<file path="src/rtl/led_pwm_seq_if.sv">
// rtl/led_pwm_seq_if.sv - button inputs and LED/status outputs of the LED PWM sequencer
interface led_pwm_seq_if;
    logic       btn_mode;
    logic       btn_up;
    logic       btn_down;
    logic [7:0] led;
    logic [1:0] mode;
    logic [3:0] level;

    modport master (
        output btn_mode,
        output btn_up,
        output btn_down,
        input  led,
        input  mode,
        input  level
    );

    modport slave (
        input  btn_mode,
        input  btn_up,
        input  btn_down,
        output led,
        output mode,
        output level
    );
endinterface

</file>
<file path="src/rtl/led_pwm_seq.sv">
// rtl/led_pwm_seq.sv - 8-LED brightness sequencer: shared PWM frame, MANUAL/BREATHE/CHASE/OFF modes
module led_pwm_seq #(
    parameter int CLK_DIV     = 1000,
    parameter int PWM_MAX     = 9,
    parameter int STEP_FRAMES = 20
) (
    input  logic          clk,
    input  logic          rst,
    led_pwm_seq_if.slave  bus
);
    typedef enum logic [1:0] {
        MANUAL  = 2'd0,
        BREATHE = 2'd1,
        CHASE   = 2'd2,
        OFF     = 2'd3
    } mode_t;

    logic [1:0]       r_sync_mode, r_sync_up, r_sync_dn;
    logic [15:0]      r_divcnt;
    logic [3:0]       r_pcnt;
    logic [7:0]       r_scnt;
    mode_t            r_mode;
    logic [3:0]       r_man;
    logic [3:0]       r_br;
    logic             r_dir;
    logic [2:0]       r_pos;
    logic [7:0][3:0]  r_duty;
    logic [7:0]       r_led;
    logic [3:0]       r_level;

    logic             w_pls_mode, w_pls_up, w_pls_dn;
    logic             w_tick, w_frame_end, w_step, w_latch;
    mode_t            w_mode_nxt;
    logic [3:0]       w_man_nxt, w_br_nxt, w_level_nxt;
    logic             w_dir_nxt;
    logic [2:0]       w_pos_nxt;
    logic [7:0]       w_scnt_nxt;
    logic [7:0][3:0]  w_duty;

    assign w_pls_mode  = r_sync_mode[0] & ~r_sync_mode[1];
    assign w_pls_up    = r_sync_up[0] & ~r_sync_up[1];
    assign w_pls_dn    = r_sync_dn[0] & ~r_sync_dn[1];

    assign w_tick      = (r_divcnt == 16'(CLK_DIV - 1));
    assign w_frame_end = w_tick & (r_pcnt == 4'(PWM_MAX - 1));
    assign w_step      = w_frame_end & (r_scnt == 8'(STEP_FRAMES - 1));

    // A mode change wins over a same-cycle step; the step is simply dropped.
    always_comb begin
        w_mode_nxt = r_mode;
        w_man_nxt  = r_man;
        w_br_nxt   = r_br;
        w_dir_nxt  = r_dir;
        w_pos_nxt  = r_pos;
        w_scnt_nxt = r_scnt;
        if (w_frame_end) begin
            w_scnt_nxt = w_step ? 8'd0 : r_scnt + 8'd1;
        end
        if (w_pls_mode) begin
            w_mode_nxt = mode_t'(r_mode + 2'd1);
            if (w_mode_nxt == BREATHE) begin
                w_br_nxt   = 4'd0;
                w_dir_nxt  = 1'b0;
                w_scnt_nxt = 8'd0;
            end else if (w_mode_nxt == CHASE) begin
                w_pos_nxt  = 3'd0;
                w_scnt_nxt = 8'd0;
            end
        end else begin
            case (r_mode)
                MANUAL: begin
                    if (w_pls_up && !w_pls_dn && r_man != 4'(PWM_MAX)) begin
                        w_man_nxt = r_man + 4'd1;
                    end else if (w_pls_dn && !w_pls_up && r_man != 4'd0) begin
                        w_man_nxt = r_man - 4'd1;
                    end
                end
                BREATHE: begin
                    if (w_step) begin
                        if (!r_dir) begin
                            w_br_nxt = r_br + 4'd1;
                            if (r_br + 4'd1 == 4'(PWM_MAX)) w_dir_nxt = 1'b1;
                        end else begin
                            w_br_nxt = r_br - 4'd1;
                            if (r_br - 4'd1 == 4'd0) w_dir_nxt = 1'b0;
                        end
                    end
                end
                CHASE: begin
                    if (w_step) w_pos_nxt = r_pos + 3'd1;
                end
                default: ;
            endcase
        end
    end

    // Duties are derived from the post-update state so a step shows up in the frame it starts.
    always_comb begin
        w_duty      = '0;
        w_level_nxt = 4'd0;
        case (w_mode_nxt)
            MANUAL: begin
                for (int i = 0; i < 8; i++) w_duty[i] = w_man_nxt;
                w_level_nxt = w_man_nxt;
            end
            BREATHE: begin
                for (int i = 0; i < 8; i++) w_duty[i] = w_br_nxt;
                w_level_nxt = w_br_nxt;
            end
            CHASE: begin
                w_duty[w_pos_nxt - 3'd1] = 4'(PWM_MAX >> 1);
                w_duty[w_pos_nxt]        = 4'(PWM_MAX);
                w_level_nxt              = 4'(PWM_MAX);
            end
            default: ;
        endcase
    end

    assign w_latch = w_frame_end | ((w_mode_nxt == OFF) && (r_mode != OFF));

    always_ff @(posedge clk or negedge rst) begin
        if (!rst) begin
            r_sync_mode <= 2'b00;
            r_sync_up   <= 2'b00;
            r_sync_dn   <= 2'b00;
            r_divcnt    <= 16'd0;
            r_pcnt      <= 4'd0;
            r_scnt      <= 8'd0;
            r_mode      <= MANUAL;
            r_man       <= 4'd0;
            r_br        <= 4'd0;
            r_dir       <= 1'b0;
            r_pos       <= 3'd0;
            r_duty      <= '0;
            r_led       <= 8'h00;
            r_level     <= 4'd0;
        end else begin
            r_sync_mode <= {r_sync_mode[0], bus.btn_mode};
            r_sync_up   <= {r_sync_up[0], bus.btn_up};
            r_sync_dn   <= {r_sync_dn[0], bus.btn_down};
            r_divcnt    <= w_tick ? 16'd0 : r_divcnt + 16'd1;
            if (w_tick) begin
                r_pcnt <= w_frame_end ? 4'd0 : r_pcnt + 4'd1;
            end
            r_scnt  <= w_scnt_nxt;
            r_mode  <= w_mode_nxt;
            r_man   <= w_man_nxt;
            r_br    <= w_br_nxt;
            r_dir   <= w_dir_nxt;
            r_pos   <= w_pos_nxt;
            r_level <= w_level_nxt;
            if (w_latch) r_duty <= w_duty;
            for (int i = 0; i < 8; i++) begin
                r_led[i] <= (r_pcnt < r_duty[i]);
            end
        end
    end

    assign bus.led   = r_led;
    assign bus.mode  = r_mode;
    assign bus.level = r_level;
endmodule

</file>
<file path="src/flat_wrapper.sv">
// flat-port wrapper written by rule: the top's interface ports become plain ports
module led_pwm_seq_flat 
#(
    parameter int CLK_DIV     = 1000,
    parameter int PWM_MAX     = 9,
    parameter int STEP_FRAMES = 20
)
  (clk, rst, bus_btn_mode, bus_btn_up, bus_btn_down, bus_led, bus_mode, bus_level);
  led_pwm_seq_if bus_i ();
  input  logic clk;
  input  logic rst;
  input wire logic [$bits(bus_i.btn_mode)-1:0] bus_btn_mode;
  input wire logic [$bits(bus_i.btn_up)-1:0] bus_btn_up;
  input wire logic [$bits(bus_i.btn_down)-1:0] bus_btn_down;
  output wire logic [$bits(bus_i.led)-1:0] bus_led;
  output wire logic [$bits(bus_i.mode)-1:0] bus_mode;
  output wire logic [$bits(bus_i.level)-1:0] bus_level;
  assign bus_i.btn_mode = bus_btn_mode;
  assign bus_i.btn_up = bus_btn_up;
  assign bus_i.btn_down = bus_btn_down;
  assign bus_led = bus_i.led;
  assign bus_mode = bus_i.mode;
  assign bus_level = bus_i.level;
  led_pwm_seq #(.CLK_DIV(CLK_DIV), .PWM_MAX(PWM_MAX), .STEP_FRAMES(STEP_FRAMES)) u_core (.clk(clk), .rst(rst), .bus(bus_i));
endmodule
</file>
<file path="config.mk">
export PLATFORM = sky130hd
export DESIGN_NAME = led_pwm_seq_flat
export DESIGN_NICKNAME = d
export VERILOG_FILES = /design/src/rtl/led_pwm_seq_if.sv /design/src/rtl/led_pwm_seq.sv /design/src/flat_wrapper.sv
export SDC_FILE = /design/constraint.sdc
export NUM_CORES = 1
export LEC_CHECK = 0
export ABC_AREA = 1
export BUFFER_PORTS_ARGS = -buffer_cell sky130_fd_sc_hd__buf_2
export CAP_MARGIN = 10
export CORE_AREA = 5 5 96 98
export DETAILED_ROUTE_END_ITERATION = 6
export DIE_AREA = 0 0 101 103
export GPL_TIMING_DRIVEN = 0
export PLACE_DENSITY = 0.77
export SETUP_SLACK_MARGIN = 0.3
export SLEW_MARGIN = 20
export SYNTH_ARGS = -nofsm -noshare
export SYNTH_HDL_FRONTEND = slang
export SYNTH_SLANG_ARGS = --single-unit
</file>
<file path="constraint.sdc">
create_clock -name clk -period 4 [get_ports clk]
set_input_delay 0.2 -clock clk [delete_from_list [all_inputs] [get_ports clk]]
set_output_delay 0.2 -clock clk [all_outputs]
set_load 0.01 [all_outputs]
</file>
==> impl_metrics.ini <==
[floorplanning]
std_cell_rows = 34
number_of_ports_placed_on_the_die_boundary = 19
floorplan.core_area_mm2 = 0.00838
die_outline_area_mm2 = 0.0104
die_w_um = 101
starting_density_pct = 57.6
die_y_um = 103

[logic_synthesis]
synthCells = 592
post-synth-top-area-cell = sky130_fd_sc_hd__dfrtp_1
synth-edff-count = 0
mapped_nets = 632
synthesis.area_mm2 = 0.00483
synth.area.top_cells = sky130_fd_sc_hd__dfrtp_1 (44%), sky130_fd_sc_hd__nand2_1 (13%), sky130_fd_sc_hd__ha_1 (9.1%), sky130_fd_sc_hd__inv_1 (6.4%), sky130_fd_sc_hd__nor2_1 (3.5%)
ys_async_sr_fraction_pct = 100
syn_avg_cell_area_um2 = 8.16
ys_dominant_reg_cell = sky130_fd_sc_hd__dfrtp_1
synth.lib_cells_used.distinct = 39
synth_largest_type_area_fraction_pct = 44.1
synth.yosys.warnings = 0
synth.yosys.seq_area_share_pct = 44.1
yosys_register_bits = 85

[sta]
worst_pin_slew_ps = 621
finalMaxSlewViolations = 0
grt_setup_unrepaired = no
fmaxAchievable_mhz = 379
layout_min_cycle_time_ps = 2640
timing.final.hold_violations = 0
totalNegativeSetupSlack_ps = 0
finalCritPeriodShare_pct = 66.0
relSlewSlack_pct = 58.4
skew_ps = 8.05
setup-violations-final = 0

[setup_path]
setup.reg_to_reg.worst_slack_ps = 1360
worstRegToRegCells = 15
crit_required_ps = 4250
worst_r2r_startpoint = u_core.r_pcnt[0]
crit_arrival_ps = 2890
timing.critical_path.from_type = flop
r2r_end = u_core.r_duty[10]
cp-startpoint = u_core.r_pcnt[0]
crit_type = flop to flop
critical_path_peak_fanout = 9
critPathCaptureType = flop

[drt]
routed_wire_length_per_instance_um = 13.2
totalWireLength_um = 9720
avgViaCountPerCell = 5.26
detailedRoute.firstPassIterationCount = 4
number_of_nets_still_failing_antenna_checks_after_routing = 0
remaining_drc_errors = 0
dr.first_iter.drc_count = 211
via_count = 3881

[clock_tree]
clkSlewWorstSetupHoldPaths_ps = 80
clock-sinks = 85
cts_max_level = 3
clk_path_buf_depth = 2
cts_post_setup_buffers_inserted = 0
cts-buffers-inserted = 9
clockRootBuffer = sky130_fd_sc_hd__clkbuf_8
worst_skew_pair.late_latency_ps = 350
cts_tree = yes

[cells_and_area]
flow.area_growth_from_synthesis_pct = 10.5
nNetsFinal = 666
final_common_cell = sky130_fd_sc_hd__nand2_1
antenna_cells_inserted = 0
layout-drive-gt1-share_pct = 11.3
number_of_non_filler_instances_in_the_completed_layout = 738
postLayoutCoreUtil_pct = 63.7
mostFrequentLayoutCells = sky130_fd_sc_hd__nand2_1 (172), sky130_fd_sc_hd__dfrtp_1 (85), sky130_fd_sc_hd__inv_1 (82)

[placed_design]
numPlacedInstances = 719
place.detailed.hpwl_um = 6980
io_buffer_count = 18
final_weighted_congestion_in_routability_driven_placement = 0.871

[global_routing]
grt_overflow = 0
first_global_vias = 3871
antenna_found_initial = 0
maximum_number_of_pins_on_one_net_before_global_route_repair = 50
wire_length_of_the_first_global_routing_pass_um = 17200
grt_usage_pct = 20.6

[run]
maxCapViolations = 0

[power_and_ir_drop]
power_per_cell_area_mw_per_mm2 = 539
power.ir.vdd_worst_uv = 348
final_power_mw = 2.87
power.static_leakage_nw = 2.92

[hold_path]
path_class_of_the_lowest_slack_min_delay_path = input port to asynchronous set/reset pin

[status]
run_status = completed
-- kinds of logic after synthesis --
family                     count (synthesis)  share of synthesized area, %
AOI/OAI and AO/OA                         67                          8.84
adders and majority gates                 35                          9.07
buffers and inverters                     96                          7.64
xor gates and xnor gates                  12                          2.18
and+or+nand+nor                          296                          28.0
muxes                                      1                         0.233
DFF                                       85                          44.1
-- cells in the mapped netlist (2+ instances only) --
| cell type | number |
|---|---|
| sky130_fd_sc_hd__clkinv_1 | 2 |
| sky130_fd_sc_hd__nor3b_1 | 5 |
| sky130_fd_sc_hd__nand3_1 | 31 |
| sky130_fd_sc_hd__o21a_1 | 10 |
| sky130_fd_sc_hd__clkbuf_1 | 2 |
| sky130_fd_sc_hd__nor4_1 | 2 |
| sky130_fd_sc_hd__o21ai_0 | 14 |
| sky130_fd_sc_hd__xnor2_1 | 4 |
| sky130_fd_sc_hd__nand2_2 | 10 |
| sky130_fd_sc_hd__o21ai_1 | 2 |
| sky130_fd_sc_hd__a21oi_1 | 29 |
| sky130_fd_sc_hd__nor2_8 | 2 |
| sky130_fd_sc_hd__ha_1 | 35 |
| sky130_fd_sc_hd__nand4_1 | 10 |
| sky130_fd_sc_hd__nand3_4 | 3 |
| sky130_fd_sc_hd__o31ai_1 | 2 |
| sky130_fd_sc_hd__dfrtp_1 | 85 |
| sky130_fd_sc_hd__nor2_2 | 3 |
| sky130_fd_sc_hd__inv_1 | 82 |
| sky130_fd_sc_hd__a21oi_4 | 3 |
| sky130_fd_sc_hd__nand2_1 | 172 |
| sky130_fd_sc_hd__inv_2 | 5 |
| sky130_fd_sc_hd__nor3_1 | 7 |
| sky130_fd_sc_hd__nor2_4 | 3 |
| sky130_fd_sc_hd__nor2_1 | 45 |
| sky130_fd_sc_hd__xor2_1 | 8 |
| sky130_fd_sc_hd__buf_2 | 4 |
-- power breakdown --
| group | switching, mW | internal [mW] | leakage [nW] |
|---|---|---|---|
| clock | 0.297 | 0.365 | 0.105 |
| sequential | 0.117 | 1.07 | 1.12 |
| combinational | 0.635 | 0.393 | 1.69 |
| total | 1.05 | 1.82 | 2.92 |
-- area by class of cell --
class / count / area [um^2]
Clock inverter: 4 / 72.6
Inverter: 89 / 334
Fill cell: 694 / 3040
Sequential cell: 85 / 2130
Tap cell: 108 / 135
Multi-Input combinational cell: 411 / 2330
Timing Repair Buffer: 23 / 160
Buffer: 7 / 35.0
Clock buffer: 11 / 141
-- per-stage QoR --
step                hold slack (ps)  setup slack, ps  area (um^2)
finish                          357             1360         5340
global route                    390             1080         5340
CTS                             369             1350         5340
detailed placement              204             1360         5080
global placement                308             1400         5050
floorplan                     -95.6             1770         4830
-- worst max-delay path, stage by stage (launching register included) --
cell and delay [ps]:
sky130_fd_sc_hd__dfrtp_1 430, sky130_fd_sc_hd__clkinv_1 210, sky130_fd_sc_hd__ha_1 180, sky130_fd_sc_hd__nand3_1 100
sky130_fd_sc_hd__inv_1 160, sky130_fd_sc_hd__nand3_4 160, sky130_fd_sc_hd__nor2_8 160, sky130_fd_sc_hd__nand3_1 110
sky130_fd_sc_hd__nand2_1 130, sky130_fd_sc_hd__nand3_4 110, sky130_fd_sc_hd__ha_1 380, sky130_fd_sc_hd__inv_1 120
sky130_fd_sc_hd__nand3_1 90, sky130_fd_sc_hd__nand2_1 50, sky130_fd_sc_hd__nand2_1 90, sky130_fd_sc_hd__nand2_1 50
-- sequential cells by signal (all words and copies together) (netlist names) --
| name | cells |
|---|---|
| u_core.r_duty | 25 |
| u_core.r_divcnt | 16 |
| u_core.bus.led | 8 |
| u_core.r_scnt | 8 |
| u_core.bus.level | 4 |
| u_core.r_br | 4 |
| u_core.r_man | 4 |
| u_core.r_pcnt | 4 |
| u_core.r_pos | 3 |
| u_core.bus.mode | 2 |
| u_core.r_sync_dn | 2 |
| u_core.r_sync_mode | 2 |
| u_core.r_sync_up | 2 |
| u_core.r_dir | 1 |
-- repair_timing --
| item | CTS | global route |
|---|---|---|
| endpoints found under the hold margin | 39 | 0 |
| resized for setup | 0 | 0 |
| hold buffers | 4 | 0 |
-- layer usage --
metal	share of wire (%)	GRT usage, %	vias up
li1	-	-	1941
met1	45	26.3	1840
met2	49	35.4	87
met3	4.7	4.47	13
met4	1.5	6.34	0
met5	0	0	-
-- worst max path at each step --
stage | slack, ps | cells past startpoint | endpoint
floorplan | 1770 | 15 | u_core.r_duty[10]
global placement | 1400 | 15 | u_core.r_duty[10]
detailed placement | 1360 | 15 | u_core.r_duty[10]
CTS | 1350 | 15 | u_core.r_duty[10]
global route | 1080 | 15 | u_core.r_duty[26]
finish | 1360 | 15 | u_core.r_duty[10]
Power figures use the tool's default switching activity.
